**config.mk**
```make
export PLATFORM = sky130hd
export DESIGN_NAME = spell_mem_initiator
export DESIGN_NICKNAME = d
export VERILOG_FILES = /design/src/rtl/spell_mem_initiator.sv
export SDC_FILE = /design/constraint.sdc
export NUM_CORES = 1
export LEC_CHECK = 0
export BUFFER_PORTS_ARGS = -buffer_cell sky130_fd_sc_hd__clkbuf_2
export CAP_MARGIN = 15
export CELL_PAD_IN_SITES_DETAIL_PLACEMENT = 1
export CELL_PAD_IN_SITES_GLOBAL_PLACEMENT = 1
export CORE_ASPECT_RATIO = 1.4
export CORE_MARGIN = 2
export CORE_UTILIZATION = 37
export CTS_CLUSTER_SIZE = 14
export DETAILED_ROUTE_END_ITERATION = 12
export PLACE_DENSITY = 0.81
export SETUP_SLACK_MARGIN = 0.1
export SLEW_MARGIN = 0
export SYNTH_ARGS = -nofsm -noshare
export SYNTH_HDL_FRONTEND = slang
export SYNTH_SLANG_ARGS = --single-unit
```
**constraint.sdc**
```tcl
create_clock -name clock -period 5.6 [get_ports clock]
set_clock_uncertainty 0.15 [all_clocks]
set_input_delay 1.12 -clock clock [delete_from_list [all_inputs] [get_ports clock]]
set_output_delay 1.12 -clock clock [all_outputs]
set_load 0.05 [all_outputs]
```
**src/rtl/spell_mem_initiator.sv**
```systemverilog
// Spell memory bus initiator: arbitrates fetch vs. load/store, runs one bus access at a
// time with a bounded wait on the responder, and returns a registered response.
module spell_mem_initiator #(
  parameter int unsigned TIMEOUT_CYCLES = 15
) (
  input  logic       clock,
  input  logic       reset,
  input  logic       fetch_valid,
  input  logic [7:0] fetch_addr,
  output logic       fetch_ready,
  input  logic       dreq_valid,
  input  logic       dreq_write,
  input  logic       dreq_code,
  input  logic [7:0] dreq_addr,
  input  logic [7:0] dreq_wdata,
  output logic       dreq_ready,
  output logic       resp_valid,
  output logic       resp_port,
  output logic [7:0] resp_rdata,
  output logic       resp_error,
  output logic       mem_select,
  output logic [7:0] mem_addr,
  output logic [7:0] mem_wdata,
  output logic [1:0] mem_memory_type,
  output logic       mem_write,
  input  logic [7:0] mem_rdata,
  input  logic       mem_data_ready
);

  localparam logic [1:0] MemoryTypeData = 2'd1;
  localparam logic [1:0] MemoryTypeCode = 2'd2;
  localparam logic [7:0] TimeoutLimit   = 8'(TIMEOUT_CYCLES);

  typedef enum logic [1:0] {StIdle, StAccess, StRelease} state_e;

  state_e     state_q, state_d;
  logic [7:0] tmo_cnt_q, tmo_cnt_d;
  logic       last_dreq_q, last_dreq_d;
  logic       port_q, port_d;
  logic       mem_select_q, mem_select_d;
  logic [7:0] mem_addr_q, mem_addr_d;
  logic [7:0] mem_wdata_q, mem_wdata_d;
  logic [1:0] mem_type_q, mem_type_d;
  logic       mem_write_q, mem_write_d;
  logic       resp_valid_q, resp_valid_d;
  logic       resp_port_q, resp_port_d;
  logic [7:0] resp_rdata_q, resp_rdata_d;
  logic       resp_error_q, resp_error_d;
  logic       grant_fetch, grant_dreq;

  // Round-robin on ties: the port that lost the previous grant wins.
  always_comb begin
    grant_fetch = 1'b0;
    grant_dreq  = 1'b0;
    if (state_q == StIdle && !reset) begin
      if (fetch_valid && dreq_valid) begin
        grant_dreq  = !last_dreq_q;
        grant_fetch = last_dreq_q;
      end else begin
        grant_fetch = fetch_valid;
        grant_dreq  = dreq_valid;
      end
    end
  end

  always_comb begin
    state_d      = state_q;
    tmo_cnt_d    = tmo_cnt_q;
    last_dreq_d  = last_dreq_q;
    port_d       = port_q;
    mem_select_d = mem_select_q;
    mem_addr_d   = mem_addr_q;
    mem_wdata_d  = mem_wdata_q;
    mem_type_d   = mem_type_q;
    mem_write_d  = mem_write_q;
    resp_valid_d = 1'b0;
    resp_port_d  = resp_port_q;
    resp_rdata_d = resp_rdata_q;
    resp_error_d = resp_error_q;
    case (state_q)
      StIdle: begin
        if (grant_dreq) begin
          mem_select_d = 1'b1;
          mem_addr_d   = dreq_addr;
          mem_wdata_d  = dreq_wdata;
          mem_write_d  = dreq_write;
          mem_type_d   = dreq_code ? MemoryTypeCode : MemoryTypeData;
          port_d       = 1'b1;
          last_dreq_d  = 1'b1;
          tmo_cnt_d    = 8'd0;
          state_d      = StAccess;
        end else if (grant_fetch) begin
          mem_select_d = 1'b1;
          mem_addr_d   = fetch_addr;
          mem_wdata_d  = 8'd0;
          mem_write_d  = 1'b0;
          mem_type_d   = MemoryTypeCode;
          port_d       = 1'b0;
          last_dreq_d  = 1'b0;
          tmo_cnt_d    = 8'd0;
          state_d      = StAccess;
        end
      end
      StAccess: begin
        if (mem_data_ready) begin
          mem_select_d = 1'b0;
          resp_valid_d = 1'b1;
          resp_port_d  = port_q;
          resp_error_d = 1'b0;
          resp_rdata_d = mem_write_q ? 8'd0 : mem_rdata;
          state_d      = StRelease;
        end else begin
          tmo_cnt_d = tmo_cnt_q + 8'd1;
          if (tmo_cnt_q + 8'd1 == TimeoutLimit) begin
            mem_select_d = 1'b0;
            resp_valid_d = 1'b1;
            resp_port_d  = port_q;
            resp_error_d = 1'b1;
            resp_rdata_d = 8'd0;
            state_d      = StRelease;
          end
        end
      end
      StRelease: begin
        // Wait for the responder to drop data_ready, absorbing late or sticky ready.
        if (!mem_data_ready) begin
          state_d = StIdle;
        end
      end
      default: state_d = StIdle;
    endcase
  end

  always_ff @(posedge clock) begin
    if (reset) begin
      state_q      <= StIdle;
      tmo_cnt_q    <= 8'd0;
      last_dreq_q  <= 1'b0;
      port_q       <= 1'b0;
      mem_select_q <= 1'b0;
      mem_addr_q   <= 8'd0;
      mem_wdata_q  <= 8'd0;
      mem_type_q   <= 2'd0;
      mem_write_q  <= 1'b0;
      resp_valid_q <= 1'b0;
      resp_port_q  <= 1'b0;
      resp_rdata_q <= 8'd0;
      resp_error_q <= 1'b0;
    end else begin
      state_q      <= state_d;
      tmo_cnt_q    <= tmo_cnt_d;
      last_dreq_q  <= last_dreq_d;
      port_q       <= port_d;
      mem_select_q <= mem_select_d;
      mem_addr_q   <= mem_addr_d;
      mem_wdata_q  <= mem_wdata_d;
      mem_type_q   <= mem_type_d;
      mem_write_q  <= mem_write_d;
      resp_valid_q <= resp_valid_d;
      resp_port_q  <= resp_port_d;
      resp_rdata_q <= resp_rdata_d;
      resp_error_q <= resp_error_d;
    end
  end

  assign fetch_ready     = grant_fetch;
  assign dreq_ready      = grant_dreq;
  assign mem_select      = mem_select_q;
  assign mem_addr        = mem_addr_q;
  assign mem_wdata       = mem_wdata_q;
  assign mem_memory_type = mem_type_q;
  assign mem_write       = mem_write_q;
  assign resp_valid      = resp_valid_q;
  assign resp_port       = resp_port_q;
  assign resp_rdata      = resp_rdata_q;
  assign resp_error      = resp_error_q;

endmodule

```
* Yosys cells after proc, flatten, opt, wreduce, memory -nomap -nowiden
Cells that the tools add are included.
** Storage, ports and cells
- Flip-flop bits (word level) :: 42
- Latch bits :: 0
- Bits in writable memories :: 0
- Memory bits (read-only) :: 0
- Bits of input ports :: 39
- Logic and storage cells :: 72
- Memories kept :: 0
** Operators by class
- Add/sub/neg operators :: 1
- Multiply operators :: 0
- Div/mod/pow operators :: 0
- Magnitude comparators :: 0
- Equality and inequality tests :: 7
- Shift-type cells :: 0
- Mux-type cells :: 37
- Bitwise operators :: 1
- Reduce and logical (&&, ||, !) cells :: 14
** Operators with widths (count)
- 8-bit two-way mux :: 9
- 1-bit two-way mux :: 17
- 2-bit two-way mux :: 8
- 8-bit case mux with 2 select lines :: 1
- 3-bit AND reduction :: 3
- 8-bit by 1-bit adder with 8-bit output (second input constant) :: 1
- 8-bit by 4-bit == test with 1-bit output (second input constant) :: 1
- 3-bit inequality test (second input constant) :: 2
- 2-bit case mux with 3 select lines :: 1
- 2-bit nonzero test :: 3
- 2-bit inequality test (second input constant) :: 2
- 2-bit AND reduction :: 2
- 2-bit by 1-bit == test with 1-bit output (second input constant) :: 1
- 2-bit == test (second input constant) :: 1
- 1-bit logical AND :: 2
- 1-bit logical NOT :: 2
- 2-bit logical NOT :: 1
- 1-bit case mux with 2 select lines :: 1
- 2-bit OR reduction :: 1
- 1-bit inverter :: 1

* Logic depth before layout (Yosys ltp)
- Word-level depth :: 6
- Mapped depth :: 7
- Gate-level depth less buffers :: 6

* Worst setup path after synthesis
No wires, ideal clock.
- Path type :: in2out
- Start point :: input reset
- End point :: output fetch_ready
- Arrival time :: 2128 ps
- Required time :: 4330 ps
- Setup slack :: 2202 ps
- Cell stages on the path :: 5
- Cell sequence :: buf_2 nor3_1 nand3_1 buf_2 inv_1
** Between the ends
- Word-level cells in the longest chain between the ends :: 3
** Ends and longest elaborated chain
- start, declared :: RTL line 7 : input logic reset,
- 1-bit logical NOT :: RTL line 55 : if (state_q == StIdle && !reset) begin
- 1-bit logical AND :: RTL line 55
- 1-bit two-way mux :: RTL line 55
- end, declared :: RTL line 10 : output logic fetch_ready,
No other way between the ends.

* Worst setup path after layout
- Start point :: input reset
- End point :: output dreq_ready
** Between the ends
- Word-level cells in the longest chain between the ends :: 3
** Ends and longest elaborated chain
- 1-bit logical NOT :: RTL line 55
- 1-bit logical AND :: RTL line 55
- 1-bit two-way mux :: RTL line 55
- end, declared :: RTL line 16 : output logic dreq_ready,
No other way between the ends.

==> flow_results.org <==
** Status
- The flow ran to the end, and the final reports show no timing, DRC or antenna violations.

** Setup path
- Critical Path RT :: 4.33 ns
- Of all nets on the critical path, the largest fanout is 19.
- Startpoint class of the critical path :: primary input
- The critical path is of the primary input to output port type.
- Worst Path Arrival :: 2.87 ns
- The worst setup path is captured at an output port.

** Synth
- During synthesis, Yosys emitted a total of 0 warnings.
- Cell types occupying the most area after synthesis :: sky130_fd_sc_hd__dfxtp_1 (48%), sky130_fd_sc_hd__mux2i_1 (5.1%), sky130_fd_sc_hd__nor2_1 (5.1%)
- Cell with the most instances after synthesis :: sky130_fd_sc_hd__dfxtp_1
- Top-area cell type share of the netlist area :: 47.7%
- Synth area leader :: sky130_fd_sc_hd__dfxtp_1
- Among all flip-flop cells after synthesis, the most frequent one is sky130_fd_sc_hd__dfxtp_1.
- Sequential element share of the synthesized area :: 47.7%
- The synthesized design contains 42 register bits.
- Post-synthesis cell count :: 184
- Syn Nets :: 225
- Fraction of registers with async set/reset :: 0%
- Synthesis instantiated 39 different standard cells from the library.
- By count the netlist is led by sky130_fd_sc_hd__dfxtp_1 (42), sky130_fd_sc_hd__nor2_1 (24), sky130_fd_sc_hd__a21oi_1 (13).
- Count of flip-flops with a built-in enable after synthesis :: 0
- A synthesized cell averages 9.59 um^2.
- The synthesized netlist occupies a cell area of 0.00176 mm^2.

** Clocking
- In this run the number of H-tree levels came out at 2.
- Setup Buffers After CTS :: 0
- The number of clock buffers added by TritonCTS is 5.
- Sinks on Clock Net :: 42
- TritonCTS built the clock tree.
- Skew-Pair Late Insertion Delay :: 0.29 ns
- Number of gates resized after cts :: 0
- Clock buffer depth :: 2
- Number of buffers added to fix hold violations after cts :: 0
- The tree is rooted in a sky130_fd_sc_hd__clkbuf_8.
- Clock-pin slew was measured on the worst setup and hold paths at 0.07 ns.

** Worst hold path
- Min-Delay Path Class :: flop to flop

** GRT
- The first global-routing pass estimated 7620 um of wire.
- The initial antenna violation count came to 0.
- Remaining Overflow, GRT :: 0
- In the global route stage, overall resource usage came out at 17.6%.
- Number of global-route vias before repair :: 1,650
- Entering global routing, the biggest net connects 38 pins.

** Die
- Once the floorplan was initialized, standard cells occupied 38.6% of the core.
- Pin placement for this block handled 72 I/O pins.
- In this run the core area contains 29 standard-cell rows.
- Die width :: 62.4 um
- The core region is 0.00457 mm^2.
- The die covers 0.00534 mm^2.
- The floorplan step set the die height to 85.7 um.

** STA
- Final critical-path setup slack :: 1.46 ns
- Count of final hold-check violations :: 0
- Maximum achievable frequency :: 241 MHz
- Of the available clock period, the critical path in the final layout requires 74.0%.
- Headroom to the max-slew limit came out at 53.4%.
- At the pin with the least slew margin, the transition time is 0.697 ns.
- The number of max-slew violations in the final report was 0.
- Final period demand of the worst path :: 4.14 ns
- Fin Setup TNS :: 0 ns
- Unrepaired setup endpoints after global routing :: no
- Setup violations remaining at the end of the flow were counted as 0.

** Route
- Before antenna repair, the detailed router went through 4 iterations.
- Detail-routed net length per standard cell :: 14.0 um
- The final layout contains routed wiring with a total length of 4420 um.
- Count of routing violations after the opening detailed-route iteration :: 39
- Number of nets with antenna violations after routing :: 0
- In the routed design, unresolved DRC markers number 0.
- The detailed router placed 1,639 vias in this run.
- In the routed layout, each cell is associated on average with a via count of 5.20.

** Pwr
- Worst VDD drop :: 165 uV
- The clock network burns 28.0% of the power.
- Power spread over the standard cell area amounts to 299 mW/mm^2.
- Of the total power, registers draw 49.3%.
- Combinational cells account for 22.7% of the total power.
- Leakage :: 1.04 nW
- The internal power of the cells totals 0.000459 W.
- Switching share of total power :: 31.7%
- Switching component of the power :: 0.000213 W

** Place
- Last weighted congestion value of the routability-driven placer :: 0.797
- In this run the tool buffered the top-level ports with 71 buffer cells.
- Detailed placement finished with a half-perimeter wire length of 3370 um.
- Pre-CTS setup slack :: 1.43 ns

** Finish
- Final nets :: 295
- Antenna Cells :: 0
- Area growth syn-to-layout :: 27.5%
- Share of post-route cells with drive strength above 1 :: 33.2%

** Run
- The tool flagged a number of max-cap violations equal to 0.
## power by group through the flow
stage / clock [W] / sequential, W / combinational (W)
after floorplan: 0 / 0.000388 / 0.0000582
after global placement: 0 / 0.000337 / 0.000152
after detailed placement: 0 / 0.000337 / 0.000154
after CTS: 0.000196 / 0.000331 / 0.000155
after global routing: 0.000207 / 0.000333 / 0.000166
final: 0.000188 / 0.000331 / 0.000152
## per-layer routing
metal / global-route usage [%] / part of all wire, % / vias up
li1: - / - / 813
met1: 19.6 / 41 / 779
met2: 31.4 / 51 / 42
met3: 5.38 / 6.4 / 5
met4: 7.07 / 1.5 / 0
met5: 0 / 0 / -
## cell usage in the layout (no fill, tap or decap), types with 2 or more instances in the layout
cell type,instances
sky130_fd_sc_hd__clkbuf_8,6
sky130_fd_sc_hd__nand2_1,4
sky130_fd_sc_hd__ha_1,2
sky130_fd_sc_hd__o21ai_0,3
sky130_fd_sc_hd__and2_1,2
sky130_fd_sc_hd__buf_4,2
sky130_fd_sc_hd__or3_1,5
sky130_fd_sc_hd__xnor2_1,2
sky130_fd_sc_hd__a22o_1,8
sky130_fd_sc_hd__a22oi_1,9
sky130_fd_sc_hd__a21oi_1,13
sky130_fd_sc_hd__nand2b_1,4
sky130_fd_sc_hd__o31ai_1,7
sky130_fd_sc_hd__dfxtp_1,42
sky130_fd_sc_hd__nand3_1,4
sky130_fd_sc_hd__nor3_1,3
sky130_fd_sc_hd__nor2b_1,2
sky130_fd_sc_hd__mux2i_1,9
sky130_fd_sc_hd__nor2_1,24
sky130_fd_sc_hd__a211oi_1,8
sky130_fd_sc_hd__clkbuf_2,71
sky130_fd_sc_hd__and4b_1,2
sky130_fd_sc_hd__inv_1,3
sky130_fd_sc_hd__or4_1,3
## final timing paths
path	start	end	slack, ns	cells past startpoint
worst min-delay path	mem_select$_SDFFE_PP0P_	mem_select$_SDFFE_PP0P_	0.33	1
worst max-delay path	reset	dreq_ready	1.46	5
worst min register to register	mem_select$_SDFFE_PP0P_	mem_select$_SDFFE_PP0P_	0.33	1
worst max register to register	state_q[1]$_SDFFE_PP0P_	mem_wdata[4]$_SDFFE_PP0P_	3.26	5
## area by class of cell
| cell class | count | area, um^2 |
|---|---|---|
| inverter | 3 | 11.3 |
| timing repair buffer | 73 | 370 |
| clock buffer | 6 | 82.6 |
| multi-input combinational | 129 | 867 |
| sequential | 42 | 841 |
| tap | 62 | 77.6 |
| fill | 581 | 2320 |
## state kept, by name, summed over array words and instances (netlist names)
register and count:
port_q 1, resp_port 1, mem_wdata 8, mem_select 1, mem_memory_type 2, mem_write 1
tmo_cnt_q 8, resp_rdata 8, resp_error 1, resp_valid 1, mem_addr 8, state_q 2
## kinds of logic after synthesis
logic type | share of synthesized area, %
simple gates | 18.4
mux | 5.74
buf+inv | 3.19
compound gates | 22.6
xor+xnor | 0.993
flops | 47.7
fa+ha+maj | 1.42
## worst max-delay path, cell delays in order
cell and delay, ns:
sky130_fd_sc_hd__clkbuf_2 0.09, sky130_fd_sc_hd__nor3_1 0.24, sky130_fd_sc_hd__nand3_1 0.56, sky130_fd_sc_hd__inv_1 0.49
sky130_fd_sc_hd__clkbuf_2 0.35
## stage by stage
stage          std cells  hold slack [ns]  util, %  total power, W  instance area, um^2
6_report             315            0.330     49.2        0.000672                 2250
5_1_grt              315            0.360     49.2        0.000706                 2250
4_1_cts              315            0.333     49.2        0.000682                 2250
3_5_place_dp         309            0.310     47.4        0.000492                 2170
3_3_place_gp         309            0.312     47.4        0.000489                 2170
2_1_floorplan        184            0.302        -        0.000446                 1760
Note: power is estimated with default switching activity, not from simulation.
